## config.mk

```make
export PLATFORM = sky130hd
export DESIGN_NAME = cpu7_ifu_ibuf_flat
export DESIGN_NICKNAME = d
export VERILOG_FILES = /design/src/rtl/cpu7_ifu_ibuf_if.sv /design/src/rtl/cpu7_ifu_ibuf.sv /design/src/flat_wrapper.sv
export SDC_FILE = /design/constraint.sdc
export NUM_CORES = 1
export LEC_CHECK = 0
export CORE_MARGIN = 3
export CORE_UTILIZATION = 45
export DETAILED_ROUTE_END_ITERATION = 6
export PLACE_DENSITY = 0.67
export SYNTH_ARGS = -nofsm -noshare
export SYNTH_HDL_FRONTEND = slang
export SYNTH_SLANG_ARGS = --single-unit
```

## constraint.sdc

```tcl
create_clock -name clk -period 3.9 [get_ports clk]
set_input_delay 1.17 -clock clk [delete_from_list [all_inputs] [get_ports clk]]
set_output_delay 1.17 -clock clk [all_outputs]
set_load 0.02 [all_outputs]
```

## src/rtl/cpu7_ifu_ibuf_if.sv

```systemverilog
// Fetch-to-decode handshake bundle for the instruction buffer.
// master = fetch/decode side, slave = instruction buffer.
interface cpu7_ifu_ibuf_if #(
  parameter int DEPTH = 4,
  parameter int GRLEN = 32
);
  localparam int CW = $clog2(DEPTH) + 1;

  logic             fdp_ibuf_vld;
  logic [31:0]      fdp_ibuf_inst;
  logic [GRLEN-1:0] fdp_ibuf_pc;
  logic             fdp_ibuf_exc;
  logic             ibuf_fdp_rdy;
  logic             exu_ifu_stall;
  logic             exu_ifu_flush;
  logic             ifu_exu_vld_d;
  logic [31:0]      ifu_exu_inst_d;
  logic [GRLEN-1:0] ifu_exu_pc_d;
  logic             ifu_exu_exc_d;
  logic [CW-1:0]    ibuf_cnt;

  modport master (
    output fdp_ibuf_vld, fdp_ibuf_inst, fdp_ibuf_pc, fdp_ibuf_exc,
    output exu_ifu_stall, exu_ifu_flush,
    input  ibuf_fdp_rdy, ifu_exu_vld_d, ifu_exu_inst_d, ifu_exu_pc_d,
    input  ifu_exu_exc_d, ibuf_cnt
  );

  modport slave (
    input  fdp_ibuf_vld, fdp_ibuf_inst, fdp_ibuf_pc, fdp_ibuf_exc,
    input  exu_ifu_stall, exu_ifu_flush,
    output ibuf_fdp_rdy, ifu_exu_vld_d, ifu_exu_inst_d, ifu_exu_pc_d,
    output ifu_exu_exc_d, ibuf_cnt
  );
endinterface

```

## src/rtl/cpu7_ifu_ibuf.sv

```systemverilog
// Instruction buffer: circular FIFO of {exc, pc, inst} between I-cache return and decode.
// Optional macro IBUF_BYPASS_EN: an empty buffer forwards the fetch packet to decode in the same cycle.
module cpu7_ifu_ibuf #(
  parameter int DEPTH = 4,
  parameter int GRLEN = 32
) (
  input  logic           clk,
  input  logic           resetn,
  cpu7_ifu_ibuf_if.slave ibuf
);
  localparam int AW = $clog2(DEPTH);
  localparam int CW = AW + 1;

  typedef struct packed {
    logic             exc;
    logic [GRLEN-1:0] pc;
    logic [31:0]      inst;
  } entry_t;

  entry_t          mem_r [DEPTH];
  logic [AW-1:0]   rd_ptr_r;
  logic [AW-1:0]   wr_ptr_r;
  logic [CW-1:0]   count_r;

  logic            empty_s;
  logic            full_s;
  logic            show_in_s;
  logic            byp_s;
  logic            push_s;
  logic            pop_s;
  logic            out_vld_s;
  entry_t          in_s;
  entry_t          head_s;

  // Handshake decode, optional bypass and head selection.
  always_comb begin
    empty_s = (count_r == CW'(0));
    full_s  = (count_r == CW'(DEPTH));
    in_s    = {ibuf.fdp_ibuf_exc, ibuf.fdp_ibuf_pc, ibuf.fdp_ibuf_inst};
`ifdef IBUF_BYPASS_EN
    show_in_s = empty_s & ibuf.fdp_ibuf_vld & ~ibuf.exu_ifu_flush;
    byp_s     = show_in_s & ~ibuf.exu_ifu_stall;
`else
    show_in_s = 1'b0;
    byp_s     = 1'b0;
`endif
    // A bypassed packet is consumed by decode directly and never stored.
    push_s    = ibuf.fdp_ibuf_vld & ~full_s & ~ibuf.exu_ifu_flush & ~byp_s;
    pop_s     = ~empty_s & ~ibuf.exu_ifu_flush & ~ibuf.exu_ifu_stall;
    out_vld_s = (~empty_s | show_in_s) & ~ibuf.exu_ifu_flush;
    if (!empty_s) begin
      head_s = mem_r[rd_ptr_r];
    end else if (show_in_s) begin
      head_s = in_s;
    end else begin
      head_s = '0;
    end
  end

  // Pointer and occupancy state; flush empties the buffer in one cycle.
  always_ff @(posedge clk or negedge resetn) begin
    if (!resetn) begin
      rd_ptr_r <= '0;
      wr_ptr_r <= '0;
      count_r  <= '0;
    end else if (ibuf.exu_ifu_flush) begin
      rd_ptr_r <= '0;
      wr_ptr_r <= '0;
      count_r  <= '0;
    end else begin
      if (push_s) begin
        wr_ptr_r <= wr_ptr_r + AW'(1);
      end else begin
        wr_ptr_r <= wr_ptr_r;
      end
      if (pop_s) begin
        rd_ptr_r <= rd_ptr_r + AW'(1);
      end else begin
        rd_ptr_r <= rd_ptr_r;
      end
      case ({push_s, pop_s})
        2'b10:   count_r <= count_r + CW'(1);
        2'b01:   count_r <= count_r - CW'(1);
        default: count_r <= count_r;
      endcase
    end
  end

  // Entry storage carries no reset; occupancy alone qualifies its contents.
  always_ff @(posedge clk) begin
    if (push_s) begin
      mem_r[wr_ptr_r] <= in_s;
    end
  end

  assign ibuf.ibuf_fdp_rdy   = ~full_s;
  assign ibuf.ifu_exu_vld_d  = out_vld_s;
  assign ibuf.ifu_exu_inst_d = head_s.inst;
  assign ibuf.ifu_exu_pc_d   = head_s.pc;
  assign ibuf.ifu_exu_exc_d  = head_s.exc;
  assign ibuf.ibuf_cnt       = count_r;

endmodule

```

## src/flat_wrapper.sv

```systemverilog
// flat-port wrapper written by rule: the top's interface ports become plain ports
module cpu7_ifu_ibuf_flat 
#(
  parameter int DEPTH = 4,
  parameter int GRLEN = 32
)
  (clk, resetn, ibuf_fdp_ibuf_vld, ibuf_fdp_ibuf_inst, ibuf_fdp_ibuf_pc, ibuf_fdp_ibuf_exc, ibuf_exu_ifu_stall, ibuf_exu_ifu_flush, ibuf_ibuf_fdp_rdy, ibuf_ifu_exu_vld_d, ibuf_ifu_exu_inst_d, ibuf_ifu_exu_pc_d, ibuf_ifu_exu_exc_d, ibuf_ibuf_cnt);
  cpu7_ifu_ibuf_if #(.DEPTH(DEPTH), .GRLEN(GRLEN)) ibuf_i ();
  input  logic clk;
  input  logic resetn;
  input wire logic [$bits(ibuf_i.fdp_ibuf_vld)-1:0] ibuf_fdp_ibuf_vld;
  input wire logic [$bits(ibuf_i.fdp_ibuf_inst)-1:0] ibuf_fdp_ibuf_inst;
  input wire logic [$bits(ibuf_i.fdp_ibuf_pc)-1:0] ibuf_fdp_ibuf_pc;
  input wire logic [$bits(ibuf_i.fdp_ibuf_exc)-1:0] ibuf_fdp_ibuf_exc;
  input wire logic [$bits(ibuf_i.exu_ifu_stall)-1:0] ibuf_exu_ifu_stall;
  input wire logic [$bits(ibuf_i.exu_ifu_flush)-1:0] ibuf_exu_ifu_flush;
  output wire logic [$bits(ibuf_i.ibuf_fdp_rdy)-1:0] ibuf_ibuf_fdp_rdy;
  output wire logic [$bits(ibuf_i.ifu_exu_vld_d)-1:0] ibuf_ifu_exu_vld_d;
  output wire logic [$bits(ibuf_i.ifu_exu_inst_d)-1:0] ibuf_ifu_exu_inst_d;
  output wire logic [$bits(ibuf_i.ifu_exu_pc_d)-1:0] ibuf_ifu_exu_pc_d;
  output wire logic [$bits(ibuf_i.ifu_exu_exc_d)-1:0] ibuf_ifu_exu_exc_d;
  output wire logic [$bits(ibuf_i.ibuf_cnt)-1:0] ibuf_ibuf_cnt;
  assign ibuf_i.fdp_ibuf_vld = ibuf_fdp_ibuf_vld;
  assign ibuf_i.fdp_ibuf_inst = ibuf_fdp_ibuf_inst;
  assign ibuf_i.fdp_ibuf_pc = ibuf_fdp_ibuf_pc;
  assign ibuf_i.fdp_ibuf_exc = ibuf_fdp_ibuf_exc;
  assign ibuf_i.exu_ifu_stall = ibuf_exu_ifu_stall;
  assign ibuf_i.exu_ifu_flush = ibuf_exu_ifu_flush;
  assign ibuf_ibuf_fdp_rdy = ibuf_i.ibuf_fdp_rdy;
  assign ibuf_ifu_exu_vld_d = ibuf_i.ifu_exu_vld_d;
  assign ibuf_ifu_exu_inst_d = ibuf_i.ifu_exu_inst_d;
  assign ibuf_ifu_exu_pc_d = ibuf_i.ifu_exu_pc_d;
  assign ibuf_ifu_exu_exc_d = ibuf_i.ifu_exu_exc_d;
  assign ibuf_ibuf_cnt = ibuf_i.ibuf_cnt;
  cpu7_ifu_ibuf #(.DEPTH(DEPTH), .GRLEN(GRLEN)) u_core (.clk(clk), .resetn(resetn), .ibuf(ibuf_i));
endmodule
```

**Word-level counts from Yosys, hierarchy flattened**

Memory sizes are Yosys's and may differ from the RTL's.
Cells that the tools add are included.
Widths: inputs -> output; s select.

- Add/subtract/negate cells: 4
- Equal/unequal tests: 3
- Muxes and demuxes: 9
- Bitwise gates (word level): 8
- Reductions and logical operators: 4

Operators by type and width:

| kind | count |
|---|---|
| $mux 65 | 1 |
| $mux 2 | 4 |
| $pmux 3 s2 | 1 |
| $add 2x1->2 const B | 2 |
| $and 1x1->1 | 4 |
| $not 1->1 | 4 |
| $reduce_bool 2->1 | 2 |
| $add 3x1->3 const B | 1 |
| $eq 3x3->1 const B | 1 |
| $logic_not 3->1 | 1 |
| $mux 3 | 1 |
| $reduce_bool 3->1 | 1 |
| $sub 3x1->3 const B | 1 |
| $eq 2x1->1 const B | 1 |
| $eq 2x2->1 const B | 1 |
| $mux 1 | 2 |

- Register bits: 7
- Memory bits (writable): 260
- Bits of input ports: 70
- Word-level logic and storage cells: 32
- Memories: 1

Memories:

| name | depth | bits a word | rd ports | clocked after Yosys merged registers in | wr ports | line | text |
|---|---|---|---|---|---|---|---|
| u_core.mem_r | 4 | 65 | 1 | 0 | 1 | cpu7_ifu_ibuf.sv:20 | `entry_t mem_r [DEPTH];` |

**Logic depth before layout (Yosys ltp)**

- Depth in word-level cells: 7
- Depth in mapped cells: 8

**Least setup slack after synthesis**

No wires, ideal clock.

- Kind: input to register
- Start: in ibuf_fdp_ibuf_vld
- End: mem u_core.mem_r[0][0] (netlist bit) (enable)
- Setup time: 0.430 ns
- Data arrival time: 3.164 ns
- Data required time: 3.470 ns
- Slack: 0.306 ns
- Stages on the path: 4
- Path buffers: 1
- Cell sequence: buf_2 > nand2_1 > nor2_1 > and2_1

- Longest elaborated chain between the ends: 4

Ends and longest elaborated chain:

| what | line | text |
|---|---|---|
| from (decl) | flat_wrapper.sv:11 | `input wire logic [$bits(ibuf_i.fdp_ibuf_vld)-1:0] ibuf_fdp_ibuf_vld;` |
| $and 1x1->1 (2 in a row) | cpu7_ifu_ibuf.sv:48 | `push_s = ibuf.fdp_ibuf_vld & ~full_s & ~ibuf.exu_ifu_flush & ~byp_s;` |
| $mux 1 | cpu7_ifu_ibuf.sv:91 | `if (push_s) begin` |
| $mux 1 (implied by the code) | cpu7_ifu_ibuf.sv:92 | `mem_r[wr_ptr_r] <= in_s;` |
| to (decl) | cpu7_ifu_ibuf.sv:20 |  |

Every way passes these cells.

**Worst setup path after layout**

- Start: reg u_core.rd_ptr_r[1]
- End: out ibuf_ifu_exu_inst_d[30]

- Longest elaborated chain between the ends: 2

Ends and longest elaborated chain:

| what | line | text |
|---|---|---|
| from (decl) | cpu7_ifu_ibuf.sv:21 | `logic [AW-1:0] rd_ptr_r;` |
| from (signal assigned) | cpu7_ifu_ibuf.sv:77 | `rd_ptr_r <= rd_ptr_r + AW'(1);` |
| from (signal assigned) | cpu7_ifu_ibuf.sv:79 | `rd_ptr_r <= rd_ptr_r;` |
| $mem_v2 4x65 | - |  |
| $mux 65 | cpu7_ifu_ibuf.sv:51 | `if (!empty_s) begin` |
| to (decl) | flat_wrapper.sv:19 | `output wire logic [$bits(ibuf_i.ifu_exu_inst_d)-1:0] ibuf_ifu_exu_inst_d;` |

Every way passes these cells.

==> flow_results.org <==
** Placement
- Post-placement cell area :: 0.0122 mm2
- Count of port buffers added during placement :: 139
- Placed instance count :: about 900
- The congestion estimate from routability-driven global placement came to 0.697.
- Detailed placement ended at an HPWL of between 10000 and 15000 um.
- Timing analysis after detailed placement gives a worst setup slack of slightly below 300 ps.

** Setup path
- Crit path cell chain :: buf_4, mux4_2, nor2b_1, clkdlybuf4s50_1
- STA puts the critical path data arrival time at 2610 ps.
- The worst setup path is launched from a flop.
- Reg2reg setup slack :: ~1300 ps
- The critical path starts at u_core.rd_ptr_r[1].
- Data on the critical path is required at its endpoint by around 2700 ps.
- Slowest stage cell on the critical path :: sky130_fd_sc_hd__dfrtp_4
- Longest individual stage delay on the worst path :: around 760 ps
- Endpoint type of the worst setup path :: primary output
- In this run the critical register-to-register path is captured at u_core.ibuf.ibuf_cnt[2].
- Buf+Inv Stages, Crit Path :: 2
- Register-to-Register Path Depth :: 7
- The worst setup path is of the flop to primary output kind.
- The startpoint identified for the worst register-to-register timing path is u_core.ibuf.ibuf_cnt[1].
- Largest delay contributor family on the critical path :: buffers and inverters
- Along the worst path, the maximum fanout reaches 30.

** Die
- 140 I/O pins were placed.
- Measured along the y axis, the die boundary spans approximately 160 um.
- Row generation in the floorplan step produced 54 rows.
- Chip Width :: ~160 um
- Area of the placeable core :: approximately 0.022 mm2
- The die covers about 0.025 mm2.
- Once the floorplan was initialized, standard cells occupied 46.5% of the core.

** Min path
- The worst hold path was traced through 2 stages.
- The worst hold path terminates at u_core.wr_ptr_r[1].
- Class of the worst hold path :: flop to flop
- The worst hold path begins at u_core.wr_ptr_r[1].

** Timing
- Slew Limit Headroom :: between 60% and 70%
- Aggregate negative setup slack :: 0 ps
- Achievable frequency :: 264 MHz
- Final Cycle Share :: a little under 100%
- Actual slew at the worst max-slew pin :: between 500 and 600 ps
- Number of endpoints with negative hold slack in the final report :: 0
- Setup slack on the critical path of the routed design comes to 119 ps.
- RSZ-0062 raised after global routing :: no
- Final-report setup violation count :: 0
- Min Clock Period, post-route :: around 3800 ps
- Fin Clk Skew :: around 11 ps
- Final max-slew violation count :: 0
- Final hold slack :: 620 ps

** Layout
- In the final layout, the share of cells above drive strength 1 is between 10% and 20%.
- Number of nets in the final layout :: 712
- Core occupancy in the finished layout :: a little under 60%
- Commonest non-fill, non-tap cells in the layout :: 260 x sky130_fd_sc_hd__edfxtp_1, 139 x sky130_fd_sc_hd__clkdlybuf4s50_1, 66 x sky130_fd_sc_hd__nor2b_1, 65 x sky130_fd_sc_hd__mux4_2, 27 x sky130_fd_sc_hd__clkbuf_16
- The finished layout holds 938 standard cells, fillers aside.
- Antenna cells :: 0
- Summing all multi-input logic gate instances after layout gives approximately 0.0022 mm2.
- After routing the design area is 0.0131 mm2.
- Area growth from synthesis to layout :: 26.2%
- Most common library cell in the layout ignoring fill and taps :: sky130_fd_sc_hd__edfxtp_1
- Seq. cell area :: roughly 0.0080 mm2
- Fill cells :: roughly 1600

** Pwr
- Total power of the final layout :: 6.47 mW
- Sequential cells account for slightly above 50% of the total power.
- Clk pwr share :: 35.6%
- Combinational cells account for between 10% and 20% of the total power.
- Net switching is a little under a quarter of the power.
- VDD sags by at most around 400 uV.
- Total net switching power :: ~1.5 mW
- For this design the ratio of total power to cell area is about 500 mW/mm2.
- Cell internal power was estimated by the tool at around 5 mW.
- In this run the static leakage power is between 4 and 5 nW.

** Synth
- A synthesized cell averages about 22 um2.
- Part of the Yosys area used for sequential elements :: 77.2%
- Area share of the largest cell type after synthesis :: around three quarters
- Share of async-settable or async-resettable flops after synthesis :: about 2.6%
- Synthesis warning total :: 0
- Cells after synthesis :: ~470
- The synthesized design contains approximately 270 register bits.
- Post-synthesis net count :: roughly 550
- Mapped cell area :: roughly 0.010 mm2
- sky130_fd_sc_hd__edfxtp_1 takes more of the synthesized area than any other cell.
- EDFF count, synth :: 260
- Primary FF master, synth :: sky130_fd_sc_hd__edfxtp_1
- Sorting the synthesized cells by area gives the leading types as sky130_fd_sc_hd__edfxtp_1 75%, sky130_fd_sc_hd__mux4_2 14%, sky130_fd_sc_hd__nor2b_1 4.0%.
- The number of different library cells used by synthesis comes to 32.

** GRT
- Initial antenna violation count :: 0
- Entering global routing, the biggest net connects between 70 and 80 pins.
- Congestion Overflow GR :: 0
- For this run, the total global-route usage over all layers was measured as between 10% and 20%.
- First-pass GRT wire length :: just over 30000 um
- Via count of the first global-routing pass :: around 5500

** Routing
- Drt first-iter violations :: 302
- After detailed routing, the average wire length per cell comes to between 20 and 25 um.
- After detailed routing, the total wire length is roughly 20000 um.
- In the detailed route, the total length drawn on met2 is 10500 um.
- Via count of the routed design :: 5070
- In the detailed route, the total length drawn on met3 is about 950 um.
- Vias per std cell :: ~5.4
- Top routing layer used :: met4
- The count of nets left with antenna violations once routing finished came out at 0.
- Before antenna repair, the detailed router went through 6 iterations.
- Routed met1 length :: 8110 um
- In the routed design, unresolved DRC markers number 0.

** Clock tree
- Number of buffers created by CTS :: 27
- TritonCTS Sinks :: between 200 and 300
- Root buffer cell :: sky130_fd_sc_hd__clkbuf_16
- For this design, the CTS-stage hold fixing added 0 buffers.
- TritonCTS built the clock tree.
- Clk slew on worst S/H paths :: ~60 ps
- Max Root-Sink Buffers :: 3
- The later pin in the worst-skew pair is clocked with a latency of about 520 ps.
- H-Tree Level Count :: 1

** Run status
- The flow ran to the end, and the final reports show no timing, DRC or antenna violations.

** Flow run
- Maxcap violations :: 0
[worst max-delay path by stage]
stage	endpoint	slack (ps)	depth (start not counted)
floorplan	u_core.mem_r[0][0]	310	4
global placement	ibuf_ifu_exu_vld_d	210	3
detailed placement	ibuf_ifu_exu_vld_d	290	3
CTS	ibuf_ifu_exu_inst_d[30]	70	4
global route	ibuf_ifu_exu_pc_d[21]	3	4
finish	ibuf_ifu_exu_inst_d[30]	120	4
[area by class of cell]
cell class | count | share of cell area, %
Clock inverter | 13 | 0.508
Timing Repair Buffer | 159 | 12.9
Tap cell | 280 | 2.68
Multi-Input combinational cell | 178 | 17.0
Inverter | 4 | 0.115
Clock buffer | 37 | 5.61
Sequential cell | 267 | 61.2
[synthesized netlist by cell type (2+ instances only)]
master / n
sky130_fd_sc_hd__edfxtp_1: 260
sky130_fd_sc_hd__nor2b_1: 66
sky130_fd_sc_hd__mux4_2: 65
sky130_fd_sc_hd__buf_2: 10
sky130_fd_sc_hd__clkbuf_1: 9
sky130_fd_sc_hd__nor2_1: 8
sky130_fd_sc_hd__dfrtp_1: 7
sky130_fd_sc_hd__a21oi_1: 5
sky130_fd_sc_hd__and2_1: 4
sky130_fd_sc_hd__ha_1: 4
sky130_fd_sc_hd__inv_1: 4
sky130_fd_sc_hd__nand2_1: 4
sky130_fd_sc_hd__buf_4: 3
sky130_fd_sc_hd__buf_6: 3
sky130_fd_sc_hd__nand3_1: 2
sky130_fd_sc_hd__nand3b_1: 2
sky130_fd_sc_hd__o21ai_0: 2
sky130_fd_sc_hd__xnor2_1: 2
[power groups by stage]
stage | logic, mW | clock network, mW | registers, mW
final | 0.883 | 2.30 | 3.28
after global routing | 0.947 | 2.50 | 3.29
after CTS | 0.904 | 2.37 | 3.28
after detailed placement | 0.888 | 0 | 3.35
after global placement | 0.876 | 0 | 3.34
after floorplan | 0.476 | 0 | 3.33
[flip-flops by register name, summed over array words and instances (netlist names)]
| signal | count |
|---|---|
| u_core.mem_r | 260 |
| u_core.ibuf.ibuf_cnt | 3 |
| u_core.rd_ptr_r | 2 |
| u_core.wr_ptr_r | 2 |
[cells by family (layout without fill, tap and decap cells)]
group,count (synthesis),in the layout,synth area share (%)
DFF,267,267,77.2
and+or+nand+nor,91,91,5.28
muxes,65,65,14.1
buffers and inverters,29,213,1.50
AOI/OAI and AO/OA,14,14,0.980
adders and majority gates,5,5,0.677
xor gates and xnor gates,3,3,0.254
[routing by layer]
layer	GRT usage (%)	vias up
met2	28.8	128
met5	0	-
met1	21.1	2658
li1	-	2249
met3	3.17	35
met4	4.26	0
[what timing repair did]
| item | CTS | global route |
|---|---|---|
| buffers inserted | 2 | 0 |
| hold endpoints to repair | 0 | 0 |
| resized for setup | 0 | 0 |
| endpoints found under the setup margin | 2 | 0 |
[worst min-delay path, cell delays in order (launching register included)]
cell and delay [ps]:
sky130_fd_sc_hd__dfrtp_1 420, sky130_fd_sc_hd__nand2_1 80, sky130_fd_sc_hd__a21oi_1 70
No activity file was read; power rests on OpenSTA's default activity.
